## config.mk

```make
export PLATFORM = sky130hd
export DESIGN_NAME = host_mem_wr_arb
export DESIGN_NICKNAME = d
export VERILOG_FILES = /design/src/rtl/ofs_asp_pkg.sv /design/src/rtl/host_mem_wr_rsp_fifo.sv /design/src/rtl/host_mem_wr_arb.sv
export SDC_FILE = /design/constraint.sdc
export NUM_CORES = 1
export LEC_CHECK = 0
export ABC_AREA = 1
export CAP_MARGIN = 20
export CORE_AREA = 4 4 744 746
export CTS_BUF_LIST = sky130_fd_sc_hd__clkbuf_4 sky130_fd_sc_hd__clkbuf_8 sky130_fd_sc_hd__clkbuf_16
export DETAILED_ROUTE_END_ITERATION = 12
export DIE_AREA = 0 0 748 750
export PLACE_DENSITY = 0.3
export SLEW_MARGIN = 5
export SYNTH_ARGS = -nofsm -noshare
export SYNTH_HDL_FRONTEND = slang
export SYNTH_SLANG_ARGS = --single-unit
```

## constraint.sdc

```tcl
create_clock -name pClk -period 4.95 [get_ports pClk]
set_input_delay 0.99 -clock pClk [delete_from_list [all_inputs] [get_ports pClk]]
set_output_delay 0.99 -clock pClk [all_outputs]
set_load 0.05 [all_outputs]
```

## src/rtl/ofs_asp_pkg.sv

```systemverilog
// Shared definitions for the host memory write arbiter.
// Holds the default interface widths and the arbiter FSM state encoding.
package ofs_asp_pkg;

    localparam int DEF_NUM_REQ         = 2;
    localparam int DEF_ADDR_WIDTH      = 48;
    localparam int DEF_DATA_WIDTH      = 512;
    localparam int DEF_BURST_CNT_WIDTH = 6;
    localparam int DEF_RSP_FIFO_DEPTH  = 64;

    // Arbiter FSM states
    localparam logic [0:0] ST_IDLE  = 1'b0;
    localparam logic [0:0] ST_BURST = 1'b1;

endpackage

```

## src/rtl/host_mem_wr_rsp_fifo.sv

```systemverilog
// Response-ID FIFO: records which requester owns each outstanding host burst.
// Synchronous FIFO with show-ahead head and full/empty flags.
// Ports:
//   clk, rst   : clock, asynchronous active-high reset (empties the FIFO)
//   push       : write push_data (ignored when full unless popping)
//   pop        : discard head (ignored when empty)
//   head       : current head entry, valid when !empty
//   full/empty : occupancy flags
module host_mem_wr_rsp_fifo #(
    parameter int DEPTH = 64,
    parameter int WIDTH = 1
) (
    input  logic             clk,
    input  logic             rst,
    input  logic             push,
    input  logic [WIDTH-1:0] push_data,
    input  logic             pop,
    output logic [WIDTH-1:0] head,
    output logic             full,
    output logic             empty
);

    localparam int AW = $clog2(DEPTH);

    logic [WIDTH-1:0] mem [DEPTH];
    logic [AW-1:0]    wr_ptr;
    logic [AW-1:0]    rd_ptr;
    logic [AW:0]      count;
    logic             do_push;
    logic             do_pop;

    assign do_pop  = pop && !empty;
    assign do_push = push && (!full || pop);
    assign full    = (count == (AW + 1)'(DEPTH));
    assign empty   = (count == '0);
    assign head    = mem[rd_ptr];

    always_ff @(posedge clk or posedge rst) begin
        if (rst) begin
            wr_ptr <= '0;
            rd_ptr <= '0;
            count  <= '0;
        end else begin
            if (do_push) wr_ptr <= wr_ptr + 1'b1;
            if (do_pop)  rd_ptr <= rd_ptr + 1'b1;
            case ({do_push, do_pop})
                2'b10:   count <= count + 1'b1;
                2'b01:   count <= count - 1'b1;
                default: count <= count;
            endcase
        end
    end

    always_ff @(posedge clk) begin
        if (do_push) mem[wr_ptr] <= push_data;
    end

endmodule

```

## src/rtl/host_mem_wr_arb.sv

```systemverilog
// Round-robin arbiter merging NUM_REQ Avalon-MM burst writers onto one host
// write port and routing each host write response back to its issuer.
// Ports:
//   pClk, pClk_reset        : clock, asynchronous active-high reset
//   req_*                   : per-requester write port (packed NUM_REQ x field)
//   req_writeresponsevalid  : per-requester completion pulse
//   host_*                  : merged host write port
//   rsp_underflow_err       : sticky, response seen with nothing outstanding
module host_mem_wr_arb
    import ofs_asp_pkg::*;
#(
    parameter int NUM_REQ         = DEF_NUM_REQ,
    parameter int ADDR_WIDTH      = DEF_ADDR_WIDTH,
    parameter int DATA_WIDTH      = DEF_DATA_WIDTH,
    parameter int BURST_CNT_WIDTH = DEF_BURST_CNT_WIDTH,
    parameter int RSP_FIFO_DEPTH  = DEF_RSP_FIFO_DEPTH
) (
    input  logic                                  pClk,
    input  logic                                  pClk_reset,
    input  logic [NUM_REQ-1:0]                    req_write,
    output logic [NUM_REQ-1:0]                    req_waitrequest,
    input  logic [NUM_REQ*ADDR_WIDTH-1:0]         req_address,
    input  logic [NUM_REQ*BURST_CNT_WIDTH-1:0]    req_burstcount,
    input  logic [NUM_REQ*DATA_WIDTH-1:0]         req_writedata,
    input  logic [NUM_REQ*(DATA_WIDTH/8)-1:0]     req_byteenable,
    output logic [NUM_REQ-1:0]                    req_writeresponsevalid,
    output logic                                  host_write,
    output logic [ADDR_WIDTH-1:0]                 host_address,
    output logic [BURST_CNT_WIDTH-1:0]            host_burstcount,
    output logic [DATA_WIDTH-1:0]                 host_writedata,
    output logic [DATA_WIDTH/8-1:0]               host_byteenable,
    input  logic                                  host_waitrequest,
    input  logic                                  host_writeresponsevalid,
    output logic                                  rsp_underflow_err
);

    localparam int GW  = $clog2(NUM_REQ);
    localparam int BEW = DATA_WIDTH / 8;

    logic [0:0]                 state_q;
    logic [GW-1:0]              grant_q;
    logic [GW-1:0]              ptr_q;
    logic [BURST_CNT_WIDTH-1:0] cnt_q;
    logic                       first_q;
    logic                       err_q;

    logic [GW-1:0]              rr_sel;
    logic                       rr_found;
    int unsigned                rr_idx;
    logic                       beat;
    logic                       last_beat;
    logic                       fifo_push;
    logic                       fifo_pop;
    logic                       fifo_full;
    logic                       fifo_empty;
    logic [GW-1:0]              fifo_head;

    // First requesting index at or after the priority pointer.
    always_comb begin
        rr_found = 1'b0;
        rr_sel   = '0;
        rr_idx   = 0;
        for (int i = 0; i < NUM_REQ; i++) begin
            rr_idx = (32'(ptr_q) + i) % NUM_REQ;
            if (!rr_found && req_write[rr_idx]) begin
                rr_found = 1'b1;
                rr_sel   = GW'(rr_idx);
            end
        end
    end

    // The datapath always follows the grant; host_write gates it outside BURST.
    assign host_address    = req_address[grant_q*ADDR_WIDTH +: ADDR_WIDTH];
    assign host_burstcount = req_burstcount[grant_q*BURST_CNT_WIDTH +: BURST_CNT_WIDTH];
    assign host_writedata  = req_writedata[grant_q*DATA_WIDTH +: DATA_WIDTH];
    assign host_byteenable = req_byteenable[grant_q*BEW +: BEW];
    assign host_write      = (state_q == ST_BURST) && req_write[grant_q];

    assign beat      = host_write && !host_waitrequest;
    assign fifo_push = beat && first_q;
    // cnt_q holds the beats still owed after the last accepted one.
    assign last_beat = beat && (first_q ? (host_burstcount <= BURST_CNT_WIDTH'(1))
                                        : (cnt_q <= BURST_CNT_WIDTH'(1)));
    assign fifo_pop  = host_writeresponsevalid && !fifo_empty;
    assign rsp_underflow_err = err_q;

    always_comb begin
        req_waitrequest = '1;
        if (state_q == ST_BURST) req_waitrequest[grant_q] = host_waitrequest;
    end

    always_comb begin
        req_writeresponsevalid = '0;
        if (fifo_pop) req_writeresponsevalid[fifo_head] = 1'b1;
    end

    always_ff @(posedge pClk or posedge pClk_reset) begin
        if (pClk_reset) begin
            state_q <= ST_IDLE;
            grant_q <= '0;
            ptr_q   <= '0;
            cnt_q   <= '0;
            first_q <= 1'b0;
            err_q   <= 1'b0;
        end else begin
            if (host_writeresponsevalid && fifo_empty) err_q <= 1'b1;
            case (state_q)
                ST_IDLE: begin
                    if (rr_found && !fifo_full) begin
                        state_q <= ST_BURST;
                        grant_q <= rr_sel;
                        ptr_q   <= (rr_sel == GW'(NUM_REQ - 1)) ? '0 : rr_sel + 1'b1;
                        first_q <= 1'b1;
                    end
                end
                ST_BURST: begin
                    if (beat) begin
                        first_q <= 1'b0;
                        if (last_beat) begin
                            state_q <= ST_IDLE;
                            cnt_q   <= '0;
                        end else begin
                            cnt_q <= first_q ? host_burstcount - 1'b1 : cnt_q - 1'b1;
                        end
                    end
                end
                default: state_q <= ST_IDLE;
            endcase
        end
    end

    host_mem_wr_rsp_fifo #(
        .DEPTH(RSP_FIFO_DEPTH),
        .WIDTH(GW)
    ) u_rsp_fifo (
        .clk       (pClk),
        .rst       (pClk_reset),
        .push      (fifo_push),
        .push_data (grant_q),
        .pop       (fifo_pop),
        .head      (fifo_head),
        .full      (fifo_full),
        .empty     (fifo_empty)
    );

endmodule

```

==> flow_summary.ini <==
[routing]
drt_drc_violations_left = 0
routed-via-count = 32500
detail_route.wirelength_um = 618000
drt_first_pass_iters = 6
drt-initial-drc-count = 3326
vias_per_cell = 2.70
detail-route-antenna-nets = 0
wire_per_inst_um = 51.4

[sta]
slew_headroom_pct = 38.9
max_slew.worst_pin.slew_ns = 0.910
hold_slack_ns = 0.495
fin_crit_sh_pct = 96.6
post-route-min-period_ns = 4.78
fmax_mhz = 209
clock_skew_ns = 0.0129
setup_viol = 0
rsz0062_at_grt = no
final_max_slew_viols = 0
hold_violations = 0

[logic_synthesis]
synth_top_cell_area_share_pct = 60.7
synth-warning-count = 0
synth.yosys.seq_area_share_pct = 21.3
synth_ff_type = edfxtp_1
ys_seq_elements = 94
syn_inst = 2605
distinct_cell_type_count_after_synthesis = 37
yosysTopAreaCell = nand2_1
netlist_area_um2 = 12500
postSynth.asyncResetShare_pct = 31.9
synth_enable_flop_cells = 64
synthesis.area_per_instance_um2 = 4.82
yosys-top-cells-area = nand2_1, edfxtp_1, dfrtp_1
synth.net_count = 3880

[pwr]
share_seq_of_total_power_pct = 4.6
total_leakage_power_nw = 16.0
cellInternalPower_mw = 7.06
combPwrFrac_pct = 92.5
peakVddDrop_mv = 0.239
power_mw = 28.4
net_switching_power_mw = 21.4
power.share.switching_pct = 75.2
pwr_per_cell_area_nw_per_um2 = 683
clock_power_share_pct = 2.9

[clock_network]
cts.path.max_buffers = 2
htreeDepth = 3
clock_sinks = 94
tritoncts = yes
cts_hold_repair.buffers = 0
cts-root-buf = clkbuf_16
clk_transition_reported_paths_ns = 0.07
tritoncts.num_buffers = 9
clk_latency_ns = 0.37

[grt]
grt_start_max_net_pins = 87
grt_first_pass_wirelength_um = 703000
antenna_violations_before_repair = 598
track_usage_pct = 21.1
via_count_of_the_first_global_routing_pass = 33100
globalRouteOverflowTotal = 0

[layout]
layout.nets = 5705
layout.cells.most_common = nand2_1
instances_no_fill = 12000
drive_gt1_share_pct = 9.43
final_cell_mix = nand2_1, clkdlybuf4s50_1, buf_4
layout-area-overhead-vs-synth_pct = 231
postLayoutCellArea_um2 = 41600

[setup_path]
timing_worst_setup_path_type = input pin to flop
worstSetupStartpointType = input pin
buffers_plus_inverters_on_the_worst_setup_path = 3
timing.critical_path.slowest_stage_cell = clkdlybuf4s50_1
cp.required_ns = 5.18
worstPathCellList = clkdlybuf4s50_1 -> nand3_1 -> nand2_2 -> nand2_2 -> clkinv_2 -> nand3_4 -> ha_1 -> inv_1 -> nand2_1 -> nand2_1 -> nor2_1 -> nand3_1 -> nand3_1 -> nand2_1 -> nand3_1 -> o21ai_1
worst_ep_arrival_time_ns = 5.02
cp_common_cell = nand3_1
cp_top_family = simple AND/OR/NAND/NOR gates
cp_slowest_stage_delay_ns = 0.59
worst-path-max-fanout = 11
cp-end-kind = flop

[place]
globalplace.congestion = 1.14
place.port_buffers = 1901
hpwl_um = 587000
post-place-cells = 11700
post_dp_cell_area_um2 = 40400

[floorplan]
die_h_um = 750
rows = 272
dieArea_um2 = 561000
floorplan.io_pins = 1902
core_area_um2 = 547000
floorplan.initialDensity_pct = 2.29
floorplan.die.width_um = 748

[worst_hold_path]
hold_path.class = flop to flop

[outcome]
outcome = completed

[flow_run]
drv.max_cap_violation_count = 0
[kinds of logic (layout without fill, tap and decap cells)]
| kind of cell | Yosys count | count (layout) | synth area share [%] |
|---|---|---|---|
| fa+ha+maj | 9 | 9 | 0.897 |
| compound gates | 48 | 48 | 2.07 |
| other cells | 0 | 331 | 0 |
| simple gates | 2222 | 2222 | 67.8 |
| xor+xnor | 17 | 17 | 1.19 |
| buf+inv | 215 | 2045 | 6.77 |
| flops | 94 | 94 | 21.3 |
[area by class of cell]
| class | count | area (um^2) |
|---|---|---|
| clock buffer | 9 | 225 |
| tap | 7261 | 9080 |
| fill | 65100 | 506000 |
| timing repair buffer | 1967 | 19400 |
| antenna | 331 | 828 |
| sequential | 94 | 2680 |
| clock inverter | 7 | 93.8 |
| multi-input combinational | 2296 | 9040 |
| inverter | 62 | 246 |
[layer usage]
layer / vias to the layer above / GRT usage, % / share of wire, %
met2: 2898 / 34.2 / 45
li1: 11900 / - / -
met1: 16200 / 22.5 / 36
met3: 1152 / 12.1 / 13
met5: - / 0 / 0.32
met4: 312 / 8.58 / 5.2
[synth_stat cells, types with 3 or more instances]
cell type and instances:
nand3_1 63, o21ai_1 16, edfxtp_1 64, inv_1 55, xnor2_1 4, inv_2 6, nand2_2 9, o21ai_0 14
ha_1 9, buf_1 7, a21oi_1 10, dfrtp_1 30, nand2_1 2028, buf_2 33, xor2_1 13, clkbuf_1 113
nor2_1 107, nand4_1 3
[path summary, 6_finish.rpt]
check                                               from                              end  slack [ns]  cells past startpoint
max                                         req_write[1]  u_rsp_fifo.count[5]$_DFFE_PP0P_        0.17                     16
max reg2reg                          grant_q$_DFFE_PP0P_  u_rsp_fifo.count[6]$_DFFE_PP0P_        0.53                     17
min reg2reg                rsp_underflow_err$_DFFE_PP0P_    rsp_underflow_err$_DFFE_PP0P_        0.50                      1
min                        rsp_underflow_err$_DFFE_PP0P_    rsp_underflow_err$_DFFE_PP0P_        0.50                      1
min in group asynchronous                     pClk_reset              grant_q$_DFFE_PP0P_        1.17                      3
max in group asynchronous                     pClk_reset              grant_q$_DFFE_PP0P_        3.34                      3
[through the flow]
step | setup TNS, ns | setup WS (ns) | utilization, %
4_1_cts | 0 | 0.0900 | 7.45
6_report | 0 | 0.168 | 7.60
2_1_floorplan | 0 | 1.30 | -
3_3_place_gp | -5.76 | -1.17 | 7.38
3_5_place_dp | -2.44 | -0.552 | 7.38
5_1_grt | 0 | 0.0319 | 7.52
[flip-flops by register name, indices dropped and copies added, names as in the netlist]
register / count
cnt_q: 6
first_q: 1
grant_q: 1
ptr_q: 1
rsp_underflow_err: 1
state_q: 1
u_rsp_fifo.count: 7
u_rsp_fifo.mem: 64
u_rsp_fifo.rd_ptr: 6
u_rsp_fifo.wr_ptr: 6
[repair_timing]
item | 4_1_cts | 5_1_grt
setup buffers | 2 | 0
resized for setup | 4 | 0
endpoints found under the setup margin | 6 | 0
[power groups by stage]
stage | combinational [mW] | sequential (mW) | clock, mW
after floorplan | 10.9 | 1.19 | 0
after detailed placement | 26.7 | 1.38 | 0
after global placement | 28.3 | 1.41 | 0
after global routing | 26.9 | 1.31 | 0.861
after CTS | 26.8 | 1.31 | 0.835
final | 26.3 | 1.31 | 0.815
Power figures use the tool's default switching activity.
